<file path="src/rtl/sub_d_latch_arb.sv">
// Round-robin arbiter that shares one transparent-latch slice between NREQ
// requesters, running a setup / enable-pulse / hold / ack write sequence per grant.
module sub_d_latch_arb #(
  parameter int NREQ      = 4,
  parameter int DW        = 1,
  parameter int SETUP_CYC = 1,
  parameter int HOLD_CYC  = 1
) (
  input  logic                    testi1_clk,
  input  logic                    testi1_rst,
  input  logic [NREQ-1:0]         testi1_req,
  input  logic [NREQ*DW-1:0]      testi1_data,
  output logic [NREQ-1:0]         testo1_ack,
  output logic [DW-1:0]           testo1_sub_d,
  output logic                    testo1_sub_clk_d,
  output logic                    testo1_busy,
  output logic [$clog2(NREQ)-1:0] testo1_owner
);

  localparam int IW   = $clog2(NREQ);
  localparam int CMAX = (SETUP_CYC > HOLD_CYC) ? SETUP_CYC : HOLD_CYC;
  localparam int CW   = (CMAX > 1) ? $clog2(CMAX) : 1;

  generate
    if (SETUP_CYC < 1 || HOLD_CYC < 1) begin : g_bad_cfg
      $error("sub_d_latch_arb: SETUP_CYC and HOLD_CYC must both be >= 1");
    end
  endgenerate

  typedef enum logic [2:0] {
    ST_IDLE  = 3'd0,
    ST_SETUP = 3'd1,
    ST_OPEN  = 3'd2,
    ST_HOLD  = 3'd3,
    ST_ACK   = 3'd4
  } state_t;

  state_t          state_q, state_d;
  logic [CW-1:0]   cnt_q, cnt_d;
  logic [IW-1:0]   ptr_q, ptr_d;
  logic [IW-1:0]   owner_q, owner_d;
  logic [DW-1:0]   sub_d_q, sub_d_d;
  logic            en_q, en_d;
  logic            busy_q, busy_d;
  logic [NREQ-1:0] ack_q, ack_d;

  logic            gnt_valid_s;
  logic [IW-1:0]   gnt_idx_s;
  logic [IW-1:0]   scan_idx_s;

  // Round-robin pick: scan from the highest slot offset down so the lowest offset from ptr wins.
  always_comb begin
    gnt_valid_s = |testi1_req;
    gnt_idx_s   = '0;
    scan_idx_s  = '0;
    for (int k = NREQ - 1; k >= 0; k--) begin
      scan_idx_s = IW'((int'(ptr_q) + k) % NREQ);
      gnt_idx_s  = testi1_req[scan_idx_s] ? scan_idx_s : gnt_idx_s;
    end
  end

  // Sequencer next state; enable and ack are registered from the current state,
  // so the slice sees them one cycle after the FSM enters OPEN / ACK.
  always_comb begin
    state_d = state_q;
    cnt_d   = cnt_q;
    ptr_d   = ptr_q;
    owner_d = owner_q;
    sub_d_d = sub_d_q;
    ack_d   = '0;
    case (state_q)
      ST_IDLE: begin
        if (gnt_valid_s) begin
          state_d = ST_SETUP;
          cnt_d   = CW'(SETUP_CYC - 1);
          owner_d = gnt_idx_s;
          sub_d_d = testi1_data[gnt_idx_s*DW +: DW];
        end else begin
          state_d = ST_IDLE;
        end
      end
      ST_SETUP: begin
        if (cnt_q == '0) begin
          state_d = ST_OPEN;
        end else begin
          cnt_d = cnt_q - CW'(1);
        end
      end
      ST_OPEN: begin
        state_d = ST_HOLD;
        cnt_d   = CW'(HOLD_CYC - 1);
      end
      ST_HOLD: begin
        if (cnt_q == '0) begin
          state_d = ST_ACK;
        end else begin
          cnt_d = cnt_q - CW'(1);
        end
      end
      ST_ACK: begin
        state_d = ST_IDLE;
        ptr_d   = (owner_q == IW'(NREQ - 1)) ? '0 : owner_q + IW'(1);
        ack_d[owner_q] = 1'b1;
      end
      default: begin
        state_d = ST_IDLE;
      end
    endcase
    en_d   = (state_q == ST_OPEN);
    busy_d = (state_d != ST_IDLE);
  end

  // State and output registers; reset drops the enable immediately.
  always_ff @(posedge testi1_clk or posedge testi1_rst) begin
    if (testi1_rst) begin
      state_q <= ST_IDLE;
      cnt_q   <= '0;
      ptr_q   <= '0;
      owner_q <= '0;
      sub_d_q <= '0;
      en_q    <= 1'b0;
      busy_q  <= 1'b0;
      ack_q   <= '0;
    end else begin
      state_q <= state_d;
      cnt_q   <= cnt_d;
      ptr_q   <= ptr_d;
      owner_q <= owner_d;
      sub_d_q <= sub_d_d;
      en_q    <= en_d;
      busy_q  <= busy_d;
      ack_q   <= ack_d;
    end
  end

  assign testo1_ack       = ack_q;
  assign testo1_sub_d     = sub_d_q;
  assign testo1_sub_clk_d = en_q;
  assign testo1_busy      = busy_q;
  assign testo1_owner     = owner_q;

endmodule

</file>
<file path="config.mk">
export PLATFORM = sky130hd
export DESIGN_NAME = sub_d_latch_arb
export DESIGN_NICKNAME = d
export VERILOG_FILES = /design/src/rtl/sub_d_latch_arb.sv
export SDC_FILE = /design/constraint.sdc
export NUM_CORES = 1
export LEC_CHECK = 0
export CORE_UTILIZATION = 35
export DETAILED_ROUTE_END_ITERATION = 6
export SKIP_CTS_REPAIR_TIMING = 1
export SLEW_MARGIN = 10
export SYNTH_ARGS = -nofsm -noshare
export SYNTH_HDL_FRONTEND = slang
export SYNTH_SLANG_ARGS = --single-unit
</file>
<file path="constraint.sdc">
create_clock -name testi1_clk -period 1.9 [get_ports testi1_clk]
set_input_delay 0.285 -clock testi1_clk [delete_from_list [all_inputs] [get_ports testi1_clk]]
set_output_delay 0.285 -clock testi1_clk [all_outputs]
set_load 0.01 [all_outputs]
</file>
# After elaboration in Yosys (flattened, before gate mapping)
# Index checks and enable logic that the tools add are counted.
[word_totals] ff_bits=15 inputBits=10 out_inout_bits=9
[classes] n_addsub=5 magnitude_cmp=6 n_eq_ne=6 shifts=1 n_mux=23 n_reduce_logical=8
[ops] cell="< comparator 2 x 3 -> 1 bit, second input constant" n=5
[ops] cell="one-hot mux 3 bit (4 select lines)" n=1
[ops] cell="two-way mux 2 bit" n=5
[ops] cell="binary-select mux 1 bit (select 2 bit)" n=4
[ops] cell="two-way mux 1 bit" n=8
[ops] cell="== test 3 x 2 -> 1 bit, second input constant" n=2
[ops] cell="two-way mux 3 bit" n=2
[ops] cell="nonzero test 3 bit" n=2
[ops] cell="adder 2 x 1 -> 2 bit, second input constant" n=2
[ops] cell="adder 2 bit, second input constant" n=2
[ops] cell="two-way mux 4 bit" n=1
[ops] cell="AND reduction 2 bit" n=2
[ops] cell="OR reduction 4 bit" n=1
[ops] cell="indexed part select 4 x 3 -> 1 bit" n=1
[ops] cell="== test 3 x 1 -> 1 bit, second input constant" n=1
[ops] cell="== test 3 bit, second input constant" n=1
[ops] cell="zero test 3 bit" n=1
[ops] cell="one-hot mux 1 bit (3 select lines)" n=1
[ops] cell="demux 1 bit (select 2 bit)" n=1
[ops] cell="== test 2 bit, second input constant" n=1
[ops] cell=">= comparator 2 x 1 -> 1 bit, second input constant" n=1
[ops] cell="inequality test 2 bit, second input constant" n=1
[ops] cell="OR reduction 2 bit" n=1
[ops] cell="logical AND 1 bit" n=1
[ops] cell="subtractor 1 bit, second input constant" n=1

# Logic depth before layout (Yosys ltp)
[depth] depth_word=8 ltp_mapped=5 depth_no_buf=5

# Worst setup path after synthesis
# No wires, ideal clock.
[synth_path] path_type="reg-to-reg" start="register state_q[2]" end="register owner_q[0], in the netlist testo1_owner[0]" setup_time_ns=0.125 t_arrival_ns=1.352 required_time_ns=1.775 path_slack_ns=0.423 stages_incl_launch_ff=4 path_buffers=1 synth_period_minus_slack_ns=1.477 cell_sequence="dfrtp_1 or4_1 buf_2 mux2_4"
[synth_via] elab_chain_cells=2
[synth_lines] element="start, declared" line="38" text="state_t state_q, state_d;"
[synth_lines] element="start signal, assigned" line="125" text="state_q <= state_d;"
[synth_lines] element="zero test 3 bit" line="71" text="case (state_q)"
[synth_lines] element="AND reduction 2 bit (no line)"
[synth_lines] element="end signal, assigned" line="128" text="owner_q <= owner_d;"
[synth_lines] element="end, declared" line="41" text="logic [IW-1:0] owner_q, owner_d;"
# Every way passes these cells.
# A chain may end at the register's enable or synchronous reset.

# Worst setup path after layout
[layout_path] start="input testi1_req[3]" end="register sub_d_q, in the netlist testo1_sub_d"
[layout_via] elab_chain_cells=7
[layout_lines] element="start, declared" line="11" text="input logic [NREQ-1:0] testi1_req,"
[layout_lines] element="binary-select mux 1 bit (select 2 bit)" line="58" text="gnt_idx_s = testi1_req[scan_idx_s] ? scan_idx_s : gnt_idx_s;"
[layout_lines] element="two-way mux 1 bit (not written as such)" line="58"
[layout_lines] element="two-way mux 2 bit (4 in series)" line="58"
[layout_lines] element="indexed part select 4 x 3 -> 1 bit" line="77" text="sub_d_d = testi1_data[gnt_idx_s*DW +: DW];"
[layout_lines] element="end signal, assigned" line="129" text="sub_d_q <= sub_d_d;"
[layout_lines] element="end, declared" line="42" text="logic [DW-1:0] sub_d_q, sub_d_d;"
# Parallel ways exist; a longest one is shown, timed or not. The select of a mux whose other input is x is not followed.

==> metrics.cfg <==
[status]
status=completed

[cts]
cts_sinks=14
path_clk_slew_ns=0.08
root_buffer=clkbuf_4
cts_tree=yes
ctsHtreeMaxLevel=1
clk_latency_ns=0.27
cts_buffers=3
cts_max_path_buffers=2

[sta]
final.period_utilization_pct=85.7
slew_viol_final=0
clock.fmax_mhz=614
slew_headroom_pct=66.7
tightest_slew_ns=0.499
finalSetupViolations=0
finalHoldViolCount=0
whs_ns=0.340
totalNegativeSetupSlack_ns=0
post-route-min-period_ns=1.63
rsz0062_at_grt=false
clock_skew_ns=0.00381

[synthesis]
yosysMostFrequentCell=dfrtp_1
synth_seq_cells=14
synth_top_area_cell=dfrtp_1
netlist_area_um2=721
synth_xor_area_share_pct=1.22
syn_inst=66
synth_top_family_by_area=simple AND/OR/NAND/NOR gates
muxShareOfSynthArea_pct=3.65
synth_fa_ha_area_share_pct=6.94
synthArstFlopShare_pct=100
ys_seq_area_share_pct=48.6
synth_nets=80
synth_top_cell_area_share_pct=48.6
synth-edff-count=0
synth_cell_type_count=25
synth_compound_area_share_pct=14.8
ys_warn_count=0
ys_top_cells_by_area=dfrtp_1 49%, ha_1 6.9%, a2111oi_4 3.8%, inv_1 3.6%, nor2_1 3.6%
syn_area_per_cell_um2=10.9
yosys.area_share.simple_pct=20.5
ys_top_cells_by_count=14 x dfrtp_1, 7 x inv_1, 7 x nor2_1
synth-main-ff-cell=dfrtp_1

[global_route]
grt_max_degree=15
overflow=0
antenna_found_initial=0
gr-usage-all-layers_pct=13.1
grt_pass1_wl_um=1900
grt_pass1_vias=470

[floorplan]
start_util_pct=37.1
rows=16
die-area_um2=2240
core_area_um2=1940
io_pins=19
fp.dieH_um=47.4
die_w_um=47.4

[power_and_ir_drop]
ir_worst_vdd_uv=524
p_leak_nw=0.468
p_per_area_nw_per_um2=1310
finalPower_w=0.00131

[finish]
drive_gt1_share_pct=17.4
multiInputGateArea_um2=339
areaGrowthSynthToFinish_pct=39.2
num-fill-cells=205
seq_area_um2=350
layout.nets=107
utilization_pct=51.7
fin_cells=119
diodes=0

[critical_path]
cp_slowest_cell=clkdlybuf4s50_1
crit_chain=clkdlybuf4s50_1 > nor2_1 > a2111oi_4 > o21ai_0 > nor4bb_1 > o31ai_1
slowest_delay_ns=0.59
cp_top_family=compound AO/OA/AOI/OAI gates
critical_path_buf_inv_count=1
cp_max_fo=7
r2r_start=ptr_q[1]$_DFFE_PP0P_
arrival_ns=1.81
cp-startpoint=testi1_req[3]
end_kind=flop
crit_type=primary input to flop
cp-start-kind=primary input
timing.critical_path.required_ns=2.08

[route]
num_vias=550
vias_per_cell=4.62
drt-pass1-iter-count=2
drt_wl_total_um=1220
drt_drc_violations_left=0
drt_iter0_drc=3
post_drt_wl_per_cell_um=10.3
ant_nets=0

[placed_design]
routabilityCongestion=0.696
dp_hpwl_um=987
numPortBuffers=18
dp_cells=115

[run]
drv_cap=0

[worst_hold_path]
min_path_type=primary input to asynchronous set/reset pin

==> metrics by stage <==
stage	setup slack, ns	area (um2)
detailed placement	-0.0157	967
global route	0.131	1000
floorplan	0.423	721
CTS	0.286	1000
global placement	-0.0260	967
finish	0.272	1000
==> metal layers <==
| layer | track usage [%] | part of all wire, % | vias up |
|---|---|---|---|
| met4 | 12.0 | 2.1 | 0 |
| met2 | 22.2 | 52 | 16 |
| met1 | 13.5 | 42 | 251 |
| li1 | - | - | 281 |
| met5 | 0 | 0 | - |
| met3 | 2.31 | 4.6 | 2 |
==> flip-flops by register name, indices dropped and copies added, names as in the netlist <==
| name | flops |
|---|---|
| testo1_busy | 1 |
| state_q | 3 |
| testo1_sub_clk_d | 1 |
| testo1_sub_d | 1 |
| testo1_ack | 4 |
| ptr_q | 2 |
| testo1_owner | 2 |
==> layout make-up <==
class / count / area share (%)
Clock buffer: 4 / 3.62
Sequential cell: 14 / 34.9
Multi-Input combinational cell: 44 / 33.8
Tap cell: 27 / 3.37
Timing Repair Buffer: 23 / 21.7
Inverter: 7 / 2.62
==> logic make-up after synthesis <==
family / count (synthesis)
compound gates: 12
buf+inv: 8
mux: 2
flops: 14
xor+xnor: 1
simple gates: 25
fa+ha+maj: 4
==> worst paths after layout <==
path / cells past startpoint / slack (ns) / end
setup / recovery: 6 / 0.27 / testo1_sub_d$_DFFE_PP0P_
hold / removal: 2 / 0.34 / testo1_busy$_DFF_PP0_
setup reg to reg: 5 / 0.42 / testo1_sub_d$_DFFE_PP0P_
hold reg to reg: 2 / 0.50 / testo1_sub_d$_DFFE_PP0P_
max in group asynchronous: 2 / 1.22 / testo1_ack[1]$_DFF_PP0_
min in group testi1_clk: 2 / 0.50 / testo1_sub_d$_DFFE_PP0P_
==> cells in the final DEF (no fill, tap or decap), types with 2 or more instances in the layout <==
cell type | synthesis | final
clkdlybuf4s50_1 | 0 | 18
dfrtp_1 | 14 | 14
inv_1 | 7 | 7
nor2_1 | 7 | 7
nand2_1 | 5 | 5
buf_4 | 0 | 5
o21ai_0 | 4 | 4
and3_1 | 4 | 4
ha_1 | 4 | 4
clkbuf_4 | 0 | 3
a21oi_1 | 2 | 2
o31ai_1 | 2 | 2
nor3b_1 | 2 | 2
==> power breakdown <==
group          internal [W]  switching (W)
logic              0.000329       0.000261
registers          0.000408       0.000111
clock network      0.000116      0.0000892
Note: power is estimated with default switching activity, not from simulation.
